--- src/rtl/sample_iterator.sv ---
// Walks a grid-aligned bounding box on the sample grid, emitting SAMPS adjacent
// sample positions per cycle and holding off upstream while a box is in flight.
module sample_iterator #(
  parameter int SIGFIG = 24,
  parameter int RADIX  = 10,
  parameter int VERTS  = 3,
  parameter int AXIS   = 3,
  parameter int COLORS = 3,
  parameter int SAMPS  = 4
) (
  input  logic                                           clk,
  input  logic                                           rst,
  input  logic signed [VERTS-1:0][AXIS-1:0][SIGFIG-1:0]  tri_R13S,
  input  logic        [COLORS-1:0][SIGFIG-1:0]           color_R13U,
  input  logic signed [1:0][1:0][SIGFIG-1:0]             box_R13S,
  input  logic                                           validTri_R13H,
  input  logic        [3:0]                              subSample_RnnnnU,
  output logic                                           halt_RnnnnnL,
  output logic signed [VERTS-1:0][AXIS-1:0][SIGFIG-1:0]  tri_R14S,
  output logic        [COLORS-1:0][SIGFIG-1:0]           color_R14U,
  output logic signed [1:0][SAMPS-1:0][SIGFIG-1:0]       sample_R14S,
  output logic        [SAMPS-1:0]                        validSamp_R14H
);

  localparam int W         = SIGFIG + 1;
  localparam int GRP_SHIFT = $clog2(SAMPS);

  localparam logic ST_WAIT = 1'b0;
  localparam logic ST_TEST = 1'b1;

  logic                                          state_q,  state_d;
  logic signed [W-1:0]                           x_q,      x_d;
  logic signed [W-1:0]                           y_q,      y_d;
  logic signed [W-1:0]                           ll_x_q,   ll_x_d;
  logic signed [W-1:0]                           ur_x_q,   ur_x_d;
  logic signed [W-1:0]                           ur_y_q,   ur_y_d;
  logic signed [W-1:0]                           step_q,   step_d;
  logic signed [VERTS-1:0][AXIS-1:0][SIGFIG-1:0] tri_q,    tri_d;
  logic        [COLORS-1:0][SIGFIG-1:0]          color_q,  color_d;
  logic signed [1:0][SAMPS-1:0][SIGFIG-1:0]      sample_q, sample_d;
  logic        [SAMPS-1:0]                       valid_q,  valid_d;

  logic signed [W-1:0] in_ll_x, in_ll_y, in_ur_x, in_ur_y;
  logic signed [W-1:0] grp_step;

  // One extra bit of headroom so ur + SAMPS*step never wraps in compares.
  function automatic logic signed [W-1:0] sext(input logic [SIGFIG-1:0] v);
    return $signed({v[SIGFIG-1], v});
  endfunction

  function automatic logic signed [W-1:0] step_of(input logic [3:0] ss);
    logic signed [W-1:0] s;
    s = '0;
    case (ss)
      4'b0100: s[RADIX-1] = 1'b1;
      4'b0010: s[RADIX-2] = 1'b1;
      4'b0001: s[RADIX-3] = 1'b1;
      default: s[RADIX]   = 1'b1;
    endcase
    return s;
  endfunction

  assign in_ll_x  = sext(box_R13S[0][0]);
  assign in_ll_y  = sext(box_R13S[0][1]);
  assign in_ur_x  = sext(box_R13S[1][0]);
  assign in_ur_y  = sext(box_R13S[1][1]);
  assign grp_step = step_q <<< GRP_SHIFT;

  always_comb begin
    logic signed [W-1:0] off;
    // NOTE: every variable gets a default first so no path leaves it unassigned and infers a latch.
    state_d  = state_q;
    x_d      = x_q;
    y_d      = y_q;
    ll_x_d   = ll_x_q;
    ur_x_d   = ur_x_q;
    ur_y_d   = ur_y_q;
    step_d   = step_q;
    tri_d    = tri_q;
    color_d  = color_q;
    sample_d = sample_q;
    valid_d  = '0;
    off      = '0;

    case (state_q)
      ST_WAIT: begin
        if (validTri_R13H) begin
          tri_d   = tri_R13S;
          color_d = color_R13U;
          ll_x_d  = in_ll_x;
          ur_x_d  = in_ur_x;
          ur_y_d  = in_ur_y;
          step_d  = step_of(subSample_RnnnnU);
          x_d     = in_ll_x;
          y_d     = in_ll_y;
          // An empty box is consumed here and never walked.
          if (!(in_ll_x > in_ur_x || in_ll_y > in_ur_y)) state_d = ST_TEST;
        end
      end
      default: begin
        for (int i = 0; i < SAMPS; i++) begin
          sample_d[0][i] = SIGFIG'(x_q + off);
          sample_d[1][i] = SIGFIG'(y_q);
          valid_d[i]     = (x_q + off) <= ur_x_q;
          off            = off + step_q;
        end
        if (x_q + grp_step <= ur_x_q) begin
          x_d = x_q + grp_step;
        end else begin
          x_d = ll_x_q;
          y_d = y_q + step_q;
          if (y_q + step_q > ur_y_q) state_d = ST_WAIT;
        end
      end
    endcase
  end

  // NOTE: sequential state uses non-blocking assignments so all flops update together at the edge.
  always_ff @(posedge clk or negedge rst) begin
    if (!rst) begin
      state_q  <= ST_WAIT;
      x_q      <= '0;
      y_q      <= '0;
      ll_x_q   <= '0;
      ur_x_q   <= '0;
      ur_y_q   <= '0;
      step_q   <= '0;
      tri_q    <= '0;
      color_q  <= '0;
      sample_q <= '0;
      valid_q  <= '0;
    end else begin
      state_q  <= state_d;
      x_q      <= x_d;
      y_q      <= y_d;
      ll_x_q   <= ll_x_d;
      ur_x_q   <= ur_x_d;
      ur_y_q   <= ur_y_d;
      step_q   <= step_d;
      tri_q    <= tri_d;
      color_q  <= color_d;
      sample_q <= sample_d;
      valid_q  <= valid_d;
    end
  end

  assign halt_RnnnnnL   = (state_q == ST_WAIT);
  assign tri_R14S       = tri_q;
  assign color_R14U     = color_q;
  assign sample_R14S    = sample_q;
  assign validSamp_R14H = valid_q;

endmodule

--- config.mk ---
export PLATFORM = sky130hd
export DESIGN_NAME = sample_iterator
export DESIGN_NICKNAME = d
export VERILOG_FILES = /design/src/rtl/sample_iterator.sv
export SDC_FILE = /design/constraint.sdc
export NUM_CORES = 1
export LEC_CHECK = 0
export CAP_MARGIN = 20
export CORE_AREA = 5 5 335 337
export CTS_BUF_LIST = sky130_fd_sc_hd__clkbuf_8
export DETAILED_ROUTE_END_ITERATION = 7
export DIE_AREA = 0 0 340 342
export DONT_BUFFER_PORTS = 1
export RECOVER_POWER = 100
export REMOVE_ABC_BUFFERS = 1
export SETUP_SLACK_MARGIN = 0.3
export SYNTH_ARGS = -nofsm -noshare
export SYNTH_HDL_FRONTEND = slang
export SYNTH_SLANG_ARGS = --single-unit
export TNS_END_PERCENT = 10
--- constraint.sdc ---
create_clock -name clk -period 5.2 [get_ports clk]
set_input_delay 1.04 -clock clk [delete_from_list [all_inputs] [get_ports clk]]
set_output_delay 1.04 -clock clk [all_outputs]
set_load 0.02 [all_outputs]
Word level (Yosys, flattened, before mapping) --
Index checks and enable logic that the tools add are counted.
Operators by class: add/subtract/negate cells 7, multipliers 0, divide/modulo/power cells 0, order comparisons 8, eq/ne operators 4, shift operators 0, multiplexer cells 16, bitwise gates (word level) 1, reductions and logical operators 5
Operators by type and width (number):
- $mux W25 | 6
- $le A25 B24 Y1 | 5
- $add A25 B12 Y25 | 2
- $add A25 B14 Y25 | 2
- $gt A24 B24 Y1 | 2
- $add A25 B13 Y25 | 1
- $gt A25 B24 Y1 | 1
- $add A12 B11 Y13 | 1
- $add A11 B11 Y12 | 1
- $mux W1 | 9
- $eq A4 B1 Y1 const B | 1
- $eq A4 B2 Y1 const B | 1
- $eq A4 B3 Y1 const B | 1
- $mux W4 | 1
- $reduce_and A2 Y1 | 2
- $reduce_or A3 Y1 | 1
- $ne A2 B2 Y1 const B | 1
- $reduce_bool A2 Y1 | 1
- $logic_or A1 B1 Y1 | 1
- $not A1 Y1 | 1
Storage, ports and cells: flip-flop bits (word level) 539, latch bits 0, RAM bits 0, ROM bits 0, input port bits 391, output and inout port bits 485, memories kept 0

Logic depth before layout (Yosys ltp) --
depth after elaboration 5, gate-level depth with buffers 19, gate-level depth less buffers 19

Worst setup path before layout --
No wires, ideal clock.
path kind reg-to-reg, from reg step_q[8], to reg valid_q[3] (netlist: validSamp_R14H[3]), setup time 82 ps, arrival time 4083 ps, required time 5118 ps, slack 1035 ps, cell stages (with the launch flop) 19, buffers on the path 0, period minus slack after synthesis 4165 ps, cells stage by stage dfrtp_1 ha_1 inv_1 fa_1 inv_1 ha_1 a21oi_1 o21ai_0 a21oi_1 nor4b_1 xor2_1 ha_1 a21o_1 a21o_1 a21o_1 a21o_1 a221oi_1 o221ai_1 a31oi_1
On the way: word-level cells in the longest chain between the ends 5
RTL lines:
- start, declared | RTL line 37 | logic signed [W-1:0] step_q, step_d;
- start signal, assigned | RTL line 139 | step_q <= step_d;
- $add A11 B11 Y12 | RTL line 105 | off = off + step_q;
- $add A12 B11 Y13 * | RTL line 105
- $add A25 B14 Y25 * | RTL line 104 | valid_d[i] = (x_q + off) <= ur_x_q;
- $le A25 B24 Y1 * | RTL line 104
- $mux W4 * | RTL line 85 | case (state_q)
- via valid_d[3] | RTL line 41 | logic [SAMPS-1:0] valid_q, valid_d;
- end signal, assigned | RTL line 143 | valid_q <= valid_d;
- end, declared | RTL line 41
The timed path passes the listed nets; every way through them passes the cells marked *. A chain may end at the register's enable or synchronous reset.

Worst setup path after layout --
from reg step_q[7], to reg x_q[23]
On the way: word-level cells in the longest chain between the ends 4
RTL lines:
- $add A25 B14 Y25 * | RTL line 107, 108
- $le A25 B24 Y1 | RTL line 107 | if (x_q + grp_step <= ur_x_q) begin
- $mux W25 * | RTL line 107
- $mux W25 * | RTL line 85
- end signal, assigned | RTL line 122 | x_q <= '0;
- end signal, assigned | RTL line 134 | x_q <= x_d;
- end, declared | RTL line 32 | logic signed [W-1:0] x_q, x_d;
Every way passes the cells marked *; elsewhere a longest branch is shown, timed or not.

==> flow_summary.yaml <==
grt:
  grt.total_usage_pct: 17.9
  antenna_found_initial: 44
  grt_max_degree: 517
  overflow: 0
  first_global_vias: 20300
  grt_pass1_wl_microns: 151000
placed_design:
  dpl.hpwl_microns: 82800
  place_ws_ns: 0.526
  gp_congestion: 0.920
  port_buffers: 0
  placed_area_sq_um: 27500
die:
  start_util_pct: 24.5
  dieArea_sq_um: 116000
  die_x_microns: 340
  ios: 876
  die_height_microns: 342
  row_count: 121
  core-area_sq_um: 109000
drt:
  wl_per_cell_microns: 24.9
  antenna_left: 0
  dr_total_vias: 20300
  drc: 0
  first_iter_violations: 1579
  drt_first_pass_iters: 6
  via_per_inst: 4.67
  drt_wl_total_microns: 108000
worst_setup_path:
  cp-end-kind: "flop"
  worstPathMaxFanout: 13
  cp_slowest_cell: "clkbuf_1"
  cp_cell_sequence: "ha_1, inv_1, fa_1, inv_1, a21o_1, a21oi_1, clkbuf_1, nor2_1, xor2_1, ha_1, a21oi_1, nand2_1, a221oi_1, o32a_1, nor3b_4, clkbuf_1, mux2i_1, o21ai_0"
  rr_worst_depth: 18
  cp.required_ns: 5.79
  cp_top_family: "compound AO/OA/AOI/OAI gates"
  path_buf_inv: 4
  critPathMaxStageDelay_ns: 0.71
  setup.worst_path.class: "reg2reg"
  critPathArrivalTime_ns: 5.34
  crit_cells: 18
  start_kind: "flop"
synthesis:
  post_synth_instance_area_sq_um: 26600
  ys_seq_area_share_pct: 48.5
  syn-instance-count: 2923
  ys.warnings.count: 0
  synth_cell_types: 64
  ys_ff_latch: 516
  synth-main-ff-cell: "dfrtp_1"
  synth_edf_count: 0
  synthArstFlopShare_pct: 100
  syn_avg_cell_area_sq_um: 9.10
sta:
  fin_setup_tns_ns: 0
  hold_violations: 0
  fmax_ghz: 0.211
  worst_slew_pin_slew_ns: 2.88
  max-slew-margin-rel_pct: -91.9
  rsz0062_at_grt: "false"
  worst_slack_ns: 0.451
  clock_skew_ns: 0.0574
  min_period_ns: 4.75
  fin_crit_sh_pct: 91.3
  slew_viol_final: 716
  setup_viol: 0
finish:
  area_delta_synth_final_pct: 11.8
  nets: 3416
  utilization_pct: 27.4
  final_common_cell: "nand2_1"
  drive_gt1_share_pct: 10.1
  layout_common_cells: "1,095 x nand2_1, 515 x dfrtp_1, 192 x ha_1"
  stdcell_area_sq_um: 29700
pwr:
  p_total_mw: 20.6
  cellPowerDensity_nw_per_um2: 693
  peakVddDrop_mv: 0.276
  p_leak_nw: 14.7
run_status:
  outcome: "complete, but fails checks"
  violations: "capacitance limit, slew limit"
clock_tree:
  cts-root-buf: "clkbuf_8"
  cts_tree: "done"
  clkTransAtPathRegs_ns: 0.06
  cts.sinks: 516
  clk_latency_ns: 0.74
  cts.htree.levels: 3
  cts_buffers: 97
  clockBufferDepth: 3
  cts_setup_buffers: 0
min_path:
  hold_class: "in2async"
flow_run:
  cap_viol_max_count: 6
power breakdown:
group          switching (mW)  internal (mW)
Clock                    1.94           2.61
Combinational            4.05           2.77
Sequential               3.77           5.46
Total                    9.76           10.8
final cells by class:
class	count	area, sq um
fillers	11500	78800
flip-flops and latches	516	12900
multi-input cells	2051	12000
well taps	1414	1770
clock buffers	121	1670
clock inverters	58	562
inverters	122	458
repair buffers	39	308
diodes	32	80.1
cell usage after synthesis (5+ instances only):
master | instances | area share (%)
a31oi_1 | 33 | 0.78
ha_1 | 192 | 9.0
nor2_1 | 68 | 0.96
fa_1 | 6 | 0.45
nand3_1 | 28 | 0.53
a211oi_1 | 38 | 1.1
a21o_1 | 48 | 1.4
buf_1 | 12 | 0.17
and4_1 | 7 | 0.23
nor3_1 | 8 | 0.15
or3_1 | 15 | 0.35
dfrtp_1 | 516 | 49
nand2b_1 | 5 | 0.12
buf_4 | 97 | 2.7
nand3b_1 | 5 | 0.14
buf_2 | 7 | 0.13
xor2_1 | 41 | 1.3
or4_1 | 5 | 0.14
nand4_1 | 34 | 0.80
inv_1 | 122 | 1.7
nor4_1 | 5 | 0.12
xnor2_1 | 39 | 1.3
o211ai_1 | 5 | 0.14
nor4b_1 | 5 | 0.16
o21ai_0 | 98 | 1.8
a21oi_1 | 64 | 1.2
mux2i_1 | 13 | 0.49
mux2_2 | 100 | 4.2
nor2b_1 | 36 | 0.85
clkbuf_1 | 117 | 1.7
nand2_1 | 1095 | 15
final timing paths:
| check | startpoint | slack (ns) | endpoint |
|---|---|---|---|
| hold / removal | rst | 0.05 | ur_x_q[0] |
| setup / recovery | step_q[7] | 0.45 | x_q[23] |
| setup reg to reg | step_q[7] | 0.45 | x_q[23] |
| hold reg to reg | ur_y_q[0] | 0.48 | ur_y_q[0] |
| max in group asynchronous | rst | 2.14 | step_q[8] |
| min in group clk | subSample_RnnnnU[3] | 0.40 | step_q[8] |
timing repair:
| item | in CTS | in global routing |
|---|---|---|
| gates resized for setup | 0 | 1 |
| endpoints found under the hold margin | 440 | 111 |
| setup endpoints to repair | 0 | 1 |
logic make-up after synthesis:
logic type                 Yosys count  share of synthesized area (%)
AOI/OAI and AO/OA                  326                           7.64
muxes                              113                           4.72
buffers and inverters              356                           6.45
and+or+nand+nor                   1334                           20.5
xor gates and xnor gates            80                           2.63
DFF                                516                           48.5
adders and majority gates          198                           9.48
sequential cells by signal, indices dropped and copies added, names as in the netlist:
| name | count |
|---|---|
| color_R14U | 72 |
| ll_x_q | 24 |
| sample_R14S | 97 |
| state_q | 1 |
| step_q | 4 |
| tri_R14S | 216 |
| ur_x_q | 24 |
| ur_y_q | 24 |
| validSamp_R14H | 4 |
| x_q | 25 |
| y_q | 25 |
routing by layer:
layer  vias to the layer above  global-route usage [%]  part of all wire, %
li1                       9373                       -                    -
met1                      9721                    19.5                   36
met2                       966                    28.7                   46
met3                       223                    9.49                   13
met4                        30                    8.50                  4.5
met5                         -                       0                 0.19
per-stage QoR:
| stage | hold WS (ns) | cells |
|---|---|---|
| after floorplan | 0.445 | 2689 |
| after global placement | 0.460 | 4136 |
| after detailed placement | 0.462 | 4137 |
| after CTS | -0.124 | 4316 |
| after global routing | 0.00454 | 4326 |
| final | 0.0530 | 4353 |
(Power assumes the default switching activity.)
